===== src/rtl/mem_burst_arbiter.sv =====
// mem_burst_arbiter: round-robin I-cache/D-cache arbiter for one main-memory port, one line burst per grant (optional ARB_PERF_EN perf counters)
module mem_burst_arbiter #(
  parameter int LINE_WORDS = 8,
  parameter int CNT_W      = 3
) (
  input  logic             clk,
  input  logic             rst,
  input  logic             ic_req,
  input  logic [31:0]      ic_addr,
  output logic             ic_gnt,
  output logic             ic_rvalid,
  input  logic             dc_req,
  input  logic             dc_we,
  input  logic [31:0]      dc_addr,
  input  logic [31:0]      dc_wdata,
  output logic [CNT_W-1:0] dc_widx,
  output logic             dc_gnt,
  output logic             dc_rvalid,
  output logic             ic_last,
  output logic             dc_last,
  output logic [31:0]      rdata,
  output logic             mem_req,
  output logic             mem_we,
  output logic [31:0]      mem_addr,
  output logic [31:0]      mem_wdata,
  input  logic             mem_ack,
  input  logic [31:0]      mem_rdata,
`ifdef ARB_PERF_EN
  output logic [31:0]      perf_conflict_cnt,
  output logic [31:0]      perf_wait_cnt,
`endif
  output logic             busy
);
  typedef enum logic [1:0] {IDLE, BURST, DONE} state_e;
  state_e state_q, state_d;
  logic [CNT_W-1:0] cnt_q, cnt_d;
  logic owner_q, owner_d, last_owner_q, last_owner_d, we_q, we_d;
  logic ic_gnt_q, ic_gnt_d, dc_gnt_q, dc_gnt_d;
  logic [31:0] base_q, base_d;
  logic burst, acc, last_word;
  assign burst     = state_q == BURST;
  assign acc       = burst & mem_ack;
  assign last_word = cnt_q == CNT_W'(LINE_WORDS - 1);
  assign busy      = state_q != IDLE;
  assign mem_req   = burst;
  assign mem_we    = burst & we_q;
  assign mem_addr  = burst ? base_q | (32'(cnt_q) << 2) : '0;
  assign mem_wdata = (burst & we_q) ? dc_wdata : '0;
  assign rdata     = burst ? mem_rdata : '0;
  assign dc_widx   = cnt_q;
  assign ic_rvalid = acc & ~we_q & ~owner_q;
  assign dc_rvalid = acc & ~we_q & owner_q;
  assign ic_last   = acc & last_word & ~owner_q;
  assign dc_last   = acc & last_word & owner_q;
  assign ic_gnt    = ic_gnt_q;
  assign dc_gnt    = dc_gnt_q;
  // next-state: arbitrate in IDLE (owner 1 = D-cache), step words in BURST, one dead cycle in DONE
  always_comb begin
    state_d      = state_q;
    cnt_d        = cnt_q;
    owner_d      = owner_q;
    last_owner_d = last_owner_q;
    base_d       = base_q;
    we_d         = we_q;
    ic_gnt_d     = 1'b0;
    dc_gnt_d     = 1'b0;
    case (state_q)
      IDLE: if (ic_req | dc_req) begin
        owner_d  = (ic_req & dc_req) ? ~last_owner_q : dc_req;
        base_d   = (owner_d ? dc_addr : ic_addr) & ~32'(LINE_WORDS * 4 - 1);
        we_d     = owner_d & dc_we;
        cnt_d    = '0;
        ic_gnt_d = ~owner_d;
        dc_gnt_d = owner_d;
        state_d  = BURST;
      end
      BURST: if (mem_ack) begin
        cnt_d = last_word ? '0 : cnt_q + 1'b1;
        if (last_word) begin
          last_owner_d = owner_q;
          state_d      = DONE;
        end
      end
      default: state_d = IDLE;
    endcase
  end
  // state registers; last_owner resets to D-cache so the first tie goes to the I-cache
  always_ff @(posedge clk or negedge rst) begin
    if (!rst) begin
      state_q      <= IDLE;
      cnt_q        <= '0;
      owner_q      <= 1'b0;
      last_owner_q <= 1'b1;
      base_q       <= '0;
      we_q         <= 1'b0;
      ic_gnt_q     <= 1'b0;
      dc_gnt_q     <= 1'b0;
    end else begin
      state_q      <= state_d;
      cnt_q        <= cnt_d;
      owner_q      <= owner_d;
      last_owner_q <= last_owner_d;
      base_q       <= base_d;
      we_q         <= we_d;
      ic_gnt_q     <= ic_gnt_d;
      dc_gnt_q     <= dc_gnt_d;
    end
  end
`ifdef ARB_PERF_EN
  logic [31:0] conf_q, conf_d, wait_q, wait_d;
  logic conf_inc, wait_inc;
  // saturating counters: IDLE ties, and cycles where the side not owning the port is requesting
  always_comb begin
    conf_inc = (state_q == IDLE) & ic_req & dc_req;
    wait_inc = (state_q == IDLE) ? conf_inc : (owner_q ? ic_req : dc_req);
    conf_d   = (conf_inc & ~&conf_q) ? conf_q + 32'd1 : conf_q;
    wait_d   = (wait_inc & ~&wait_q) ? wait_q + 32'd1 : wait_q;
  end
  // perf counter registers
  always_ff @(posedge clk or negedge rst) begin
    if (!rst) begin
      conf_q <= '0;
      wait_q <= '0;
    end else begin
      conf_q <= conf_d;
      wait_q <= wait_d;
    end
  end
  assign perf_conflict_cnt = conf_q;
  assign perf_wait_cnt     = wait_q;
`endif
endmodule


===== config.mk =====
export PLATFORM = sky130hd
export DESIGN_NAME = mem_burst_arbiter
export DESIGN_NICKNAME = d
export VERILOG_FILES = /design/src/rtl/mem_burst_arbiter.sv
export SDC_FILE = /design/constraint.sdc
export NUM_CORES = 1
export LEC_CHECK = 0
export BUFFER_PORTS_ARGS = -buffer_cell sky130_fd_sc_hd__buf_2
export CORE_AREA = 3 3 93 95
export CTS_CLUSTER_DIAMETER = 120
export DETAILED_ROUTE_END_ITERATION = 16
export DIE_AREA = 0 0 96 98
export PLACE_DENSITY_LB_ADDON = 0.3
export SYNTH_ARGS = -nofsm -noshare
export SYNTH_HDL_FRONTEND = slang
export SYNTH_SLANG_ARGS = --single-unit

===== constraint.sdc =====
create_clock -name clk -period 1.4 [get_ports clk]
set_clock_uncertainty 0.05 [all_clocks]
set_input_delay 0 -clock clk [delete_from_list [all_inputs] [get_ports clk]]
set_output_delay 0 -clock clk [all_outputs]
set_load 0.05 [all_outputs]

==> results of run 1 <==
==> worst min-delay path by stage <==
stage / start / to / cells past startpoint
finish: ic_req / state_q[0] / 3
global placement: rst / base_q[9] / 1
global route: ic_req / state_q[0] / 3
floorplan: rst / base_q[10] / 0
detailed placement: rst / base_q[9] / 1
CTS: dc_req / dc_gnt / 3
==> sequential cells by signal, summed over array words and instances (netlist names) <==
| signal | count |
|---|---|
| base_q | 27 |
| ic_gnt | 1 |
| we_q | 1 |
| owner_q | 1 |
| last_owner_q | 1 |
| dc_gnt | 1 |
| state_q | 2 |
| dc_widx | 3 |
==> metrics by stage <==
step           power, mW  utilization  worst slack, ns  area (um2)  setup TNS, ns
2_1_floorplan       6.75            -           -0.390        2500         -0.829
3_3_place_gp        8.56        0.509           0.0237        3970              0
3_5_place_dp        8.64        0.509          0.00531        3970              0
4_1_cts             11.3        0.708           -0.146        5530         -11.34
5_1_grt             13.1        0.786           -0.252        6140         -21.30
6_report            12.6        0.786           -0.193        6140         -13.56
==> cells in the final DEF, fill, tap and decap left out, drive strengths merged, types with 2 or more instances in the layout <==
master,n
buf,261
and2,63
inv,60
dlygate4sd3,57
dfrtp,36
and3,33
o21ai,28
o221ai,27
clkbuf,8
nand2,4
nor3,3
a31o,3
nand3,3
nor2,3
ha,2
conb,2
clkinv,2
==> layer usage <==
| layer | GRT usage | vias to the layer above | part of all wire |
|---|---|---|---|
| li1 | - | 1602 | - |
| met1 | 0.273 | 1677 | 0.34 |
| met2 | 0.483 | 202 | 0.54 |
| met3 | 0.0809 | 28 | 0.085 |
| met4 | 0.0711 | 0 | 0.027 |
| met5 | 0 | - | 0 |
==> logic make-up (layout without fill, tap and decap cells) <==
logic type | Yosys count | after routing | share of synthesized area
other | 1 | 3 | 0.00153
DFF | 37 | 37 | 0.378
AOI/OAI and AO/OA | 61 | 61 | 0.174
buffers and inverters | 84 | 388 | 0.146
adders and majority gates | 2 | 2 | 0.0102
and+or+nand+nor | 114 | 114 | 0.290
==> timing repair <==
action,in CTS,in global routing
pin swaps,1,19
endpoints found under the setup margin,101,133
hold buffers,57,0
gates resized for setup,242,122
hold endpoints to repair,67,0
setup buffers,7,10
gates cloned,2,5
==> report_power, final <==
| group | internal (mW) | total, mW | switching [mW] |
|---|---|---|---|
| Sequential | 1.55 | 1.88 | 0.329 |
| Clock | 0.328 | 0.684 | 0.356 |
| Combinational | 4.29 | 10.0 | 5.72 |
==> synth_stat cells, drive strengths merged <==
cell type and instances:
and4 1, dfstp 1, buf 12, a22o 1, nand3b 1, nor2 3
o221ai 27, nand3 3, clkbuf 13, o21ai 28, nand2b 1, inv 59
and2 63, a21o 1, nor3b 1, a31o 3, nor3 3, a21boi 1
conb 1, nor2b 1, ha 2, dfrtp 36, and3 33, nand2 4
==> final cells by class <==
cell class,count,area share
Timing Repair inverter,2,0.00285
Clock inverter,1,0.000815
Inverter,59,0.0381
Clock buffer,5,0.0112
Sequential cell,37,0.152
Tap cell,102,0.0208
Antenna cell,1,0.000408
Multi-Input combinational cell,179,0.272
Timing Repair Buffer,321,0.502
==> worst reg2reg max path: stages, from the launching register on <==
cell and delay, ns:
dfrtp_1 0.41, buf_6 0.14, nor2_4 0.12, buf_12 0.14
buf_4 0.13, inv_6 0.07, o21ai_0 0.23, o221ai_2 0.12
==> results.py, run 1 <==
metrics = {
    "timing": {
        "maxSlewViolCount": 0,
        "finalSetupViolCount": 130,
        "period_minus_slack_ns": 1.59,
        "timing.final.ws_setup_ns": -0.193,
        "fmax_mhz": 628,
        "hold_viol_final": 0,
        "fin_crit_sh": 1.14,
        "rsz0062_at_grt": "true",
        "fin_hold_ws_ns": 0.0200,
    },
    "setup_path": {
        "reg2regPathDepth": 7,
        "crit_buf_inv": 3,
        "crit_cells": 5,
        "slowest_delay_ns": 0.41,
        "cp-endpoint": "mem_addr[27]",
        "endpoint_kind": "output port",
        "timing.rr.start": "state_q[1]",
        "cp_max_fo": 22,
        "r2r_setup_slack_ns": -0.12,
        "worstSetupStartpoint": "state_q[1]",
        "r2r-end": "base_q[31]",
        "crit_family": "buffers and inverters",
        "cp.required_ns": 1.35,
        "cp.arrival_ns": 1.54,
        "critical_path.cell_chain": "nor2b_4 -> buf_12 -> buf_12 -> and2_1 -> buf_6",
        "slowest_stage": "dfrtp_1",
        "path_class": "flip-flop to output port",
        "crit_top_cell": "buf_12",
        "critPathLaunchType": "flip-flop",
    },
    "floorplanning": {
        "fp.dieH_um": 98,
        "dieArea_mm2": 0.00941,
        "coreArea_mm2": 0.00781,
        "ios": 242,
        "core.rowCount": 32,
        "chipWidth_um": 96,
        "start_util": 0.314,
    },
    "grt": {
        "antenna_found_initial": 1,
        "grt_pass1_vias": 3651,
        "track_usage": 0.259,
        "grt_pass1_wl_mm": 18.9,
        "overflow": 0,
        "grt_max_degree": 29,
    },
    "synth": {
        "yosysTopAreaCell": "dfrtp_1",
        "syn_area_per_cell_um2": 8.20,
        "ys_ff_latch": 37,
        "synth_cells": 299,
        "yosysTopAreaCellShare": 0.367,
        "synth.distinct_cells": 31,
        "synthTopCellsByArea": "dfrtp_1 37%, and2_1 16%, o221ai_1 9.6%, inv_1 8.9%, and3_1 8.4%",
        "syn_area_mm2": 0.00245,
        "yosys_warnings": 0,
        "yosysSeqAreaShare": 0.378,
    },
    "place": {
        "dp_cells": 621,
        "routabilityCongestion": 0.800,
        "io_buffers": 229,
        "hpwl_mm": 7.70,
    },
    "clocking": {
        "numCtsBuffers": 5,
        "cts_sinks": 37,
        "htree_levels": 2,
        "cts_root_buf": "clkbuf_8",
        "cts_tree": "done",
        "worstSkewPairLatency_ns": 0.27,
        "clk_path_buf_depth": 2,
        "clk_pin_slew_worst_paths_ns": 0.06,
    },
    "power": {
        "total_leakage_power_nw": 3.12,
        "pwr_density_cell_mw_per_mm2": 2050,
        "peakVddDrop_mv": 1.19,
    },
    "routing": {
        "wire_per_inst_um": 20.3,
        "final_antenna_net_count": 0,
        "drc": 0,
        "detail_route.iter0.violations": 105,
        "first_pass_iters": 5,
        "via_count": 3509,
        "finalWirelength_mm": 14.4,
        "drt-vias-per-instance": 4.96,
    },
    "finish": {
        "area_growth_pct": 150,
        "multi_input_area_mm2": 0.00167,
        "drive_gt1_frac": 0.642,
        "nNetsFinal": 741,
        "fill_cells": 459,
        "final_cell_count_no_fill": 707,
        "seqCellArea_um2": 932,
    },
    "run_status": {
        "status": "finished, violations left",
        "violations": "setup timing",
    },
    "run": {
        "maxCapViolCount": 0,
    },
    "worst_hold_path": {
        "hold_class": "input pin to flip-flop",
    },
}
No activity file was read; power rests on OpenSTA's default activity.
==> run 2: changes to the inputs <==
--- a/config.mk
+++ b/config.mk
@@ -8,5 +8,5 @@
 export BUFFER_PORTS_ARGS = -buffer_cell sky130_fd_sc_hd__buf_2
 export CORE_AREA = 3 3 93 95
-export CTS_CLUSTER_DIAMETER = 120
+export CTS_CLUSTER_DIAMETER = 150
 export DETAILED_ROUTE_END_ITERATION = 16
 export DIE_AREA = 0 0 96 98
--- a/constraint.sdc
+++ b/constraint.sdc
@@ -3,3 +3,3 @@
 set_input_delay 0 -clock clk [delete_from_list [all_inputs] [get_ports clk]]
 set_output_delay 0 -clock clk [all_outputs]
-set_load 0.05 [all_outputs]
+set_load 0.01 [all_outputs]
==> run 2 against run 1 <==
The run still ends with setup timing left. Clock power up 44%. Largest cell class unchanged. Die area unchanged. Critical endpoint unchanged. First-iteration DRC count down 27%.
==> results.py, run 2 (synthesis gave the netlist of run 1 again) <==
metrics = {
    "run_status": {
        "status": "finished, violations left",
        "violations": "setup timing",
    },
    "place": {
        "routabilityCongestion": 0.781,
        "io_buffers": 229,
        "dp_cells": 617,
        "pre_cts_ws_ns": -0.00320,
        "hpwl_mm": 7.35,
    },
    "floorplanning": {
        "fp.dieH_um": 98,
        "start_util": 0.314,
        "chipWidth_um": 96,
        "ios": 242,
        "coreArea_mm2": 0.00781,
        "core.rowCount": 32,
        "dieArea_mm2": 0.00941,
    },
    "power": {
        "peakVddDrop_mv": 0.778,
        "pwr_density_cell_mw_per_mm2": 1500,
        "total_leakage_power_nw": 2.82,
    },
    "finish": {
        "final_cell_count_no_fill": 697,
        "nNetsFinal": 730,
        "largest-register": "base_q",
        "final_cell_mix": "208 x buf_2, 60 x and2_1, 58 x inv_1, 58 x dlygate4sd3_1, 36 x dfrtp_1",
        "largest_register_ffs": 27,
        "fill_cells": 668,
        "multi_input_area_mm2": 0.00137,
        "utilization": 0.632,
        "seqCellArea_um2": 927,
        "area_growth_pct": 101,
        "mostFrequentLayoutCell": "buf_2",
        "diodes": 0,
        "drive_gt1_frac": 0.513,
    },
    "routing": {
        "via_count": 3365,
        "drc": 0,
        "finalWirelength_mm": 11.6,
        "wire_per_inst_um": 16.6,
        "detail_route.iter0.violations": 77,
        "final_antenna_net_count": 0,
        "drt-vias-per-instance": 4.83,
        "first_pass_iters": 4,
    },
    "grt": {
        "grt.busiest_layer": "met2",
        "grt_use_met1": 0.251,
        "grt_pass1_wl_mm": 17.0,
        "grt_pass1_vias": 3367,
        "track_usage": 0.229,
        "grt_use_met2": 0.412,
        "overflow": 0,
        "grt_util_met3": 0.0593,
        "grt_max_degree": 38,
        "antenna_found_initial": 0,
    },
    "clocking": {
        "cts_tree": "done",
        "cts_root_buf": "clkbuf_8",
        "numCtsBuffers": 5,
        "clk_path_buf_depth": 2,
        "clk_pin_slew_worst_paths_ns": 0.07,
        "worstSkewPairLatency_ns": 0.28,
        "htree_levels": 2,
        "cts_sinks": 37,
    },
    "run": {
        "maxCapViolCount": 0,
    },
    "timing": {
        "fmax_mhz": 653,
        "final.setup.tns_ns": -7.62,
        "hold_viol_final": 0,
        "fin_crit_sh": 1.09,
        "rsz0062_at_grt": "true",
        "finalSetupViolCount": 124,
        "period_minus_slack_ns": 1.53,
        "maxSlewViolCount": 0,
        "timing.final.ws_setup_ns": -0.131,
    },
    "setup_path": {
        "endpoint_kind": "output port",
        "cp.arrival_ns": 1.48,
        "critPathLaunchType": "flip-flop",
        "cp.required_ns": 1.35,
        "cp_max_fo": 15,
        "path_class": "flip-flop to output port",
    },
    "worst_hold_path": {
        "hold_class": "input pin to flip-flop",
    },
}
run 2: changes by cell type in the layout (fill, tap and decap cells not counted), sizes merged:
cell,before,now
buf,261,251
clkinv,2,0
bufinv,0,1
clkbuf,8,9
clkinvlp,0,1
diode,1,0
dlygate4sd3,57,58
inv,60,59
run 2: critical path: stages, from the launching register on:
cell and delay, ns:
dfrtp_1 0.42, nor2b_4 0.19, buf_6 0.15, buf_8 0.14, and2_1 0.15, buf_2 0.14
run 2: report_power, final:
| group | internal [mW] | total [mW] | leakage [nW] | switching, mW |
|---|---|---|---|---|
| Sequential | 1.54 | 1.82 | 0.459 | 0.279 |
| Clock | 0.580 | 0.988 | 0.0574 | 0.408 |
| Combinational | 2.36 | 4.60 | 2.30 | 2.24 |
| Total | 4.48 | 7.41 | 2.82 | 2.93 |
run 2: final cells by class:
type	instances	area share
repair buffers	312	0.437
multi-input cells	179	0.278
flip-flops and latches	37	0.188
inverters	59	0.0464
well taps	102	0.0259
clock buffers	6	0.0167
clock inverters	2	0.00761
run 2: metrics by stage:
step           power [mW]  area (um2)  hold WS [ns]
2_1_floorplan        3.86        2460        -0.346
3_3_place_gp         5.35        3720        0.0327
3_5_place_dp         5.42        3720        0.0405
4_1_cts              7.01        4690        0.0501
5_1_grt              7.94        4930        0.0792
6_report             7.41        4930        0.0685
run 2: final timing paths:
kind	from	to	slack (ns)	depth (start not counted)
min	ic_req	owner_q	0.07	3
min reg2reg	base_q[9]	base_q[9]	0.46	2
max reg2reg	state_q[1]	base_q[11]	-0.05	6
min in group asynchronous	rst	base_q[12]	0.25	3
max	state_q[1]	mem_addr[27]	-0.13	5
max in group asynchronous	rst	last_owner_q	0.67	3
run 2: what timing repair did:
action | in CTS | in global routing
setup buffers | 9 | 3
cloned | 1 | 3
setup endpoints to repair | 102 | 128
hold endpoints to repair | 67 | 0
hold buffers | 58 | 0
gates resized for setup | 47 | 52
pin swaps | 1 | 1
run 2: routing by layer:
| metal | part of all wire | wire (um) |
|---|---|---|
| met1 | 0.36 | 4110 |
| met2 | 0.53 | 6130 |
| met3 | 0.087 | 1010 |
| met4 | 0.027 | 314 |
| met5 | 0 | 0 |
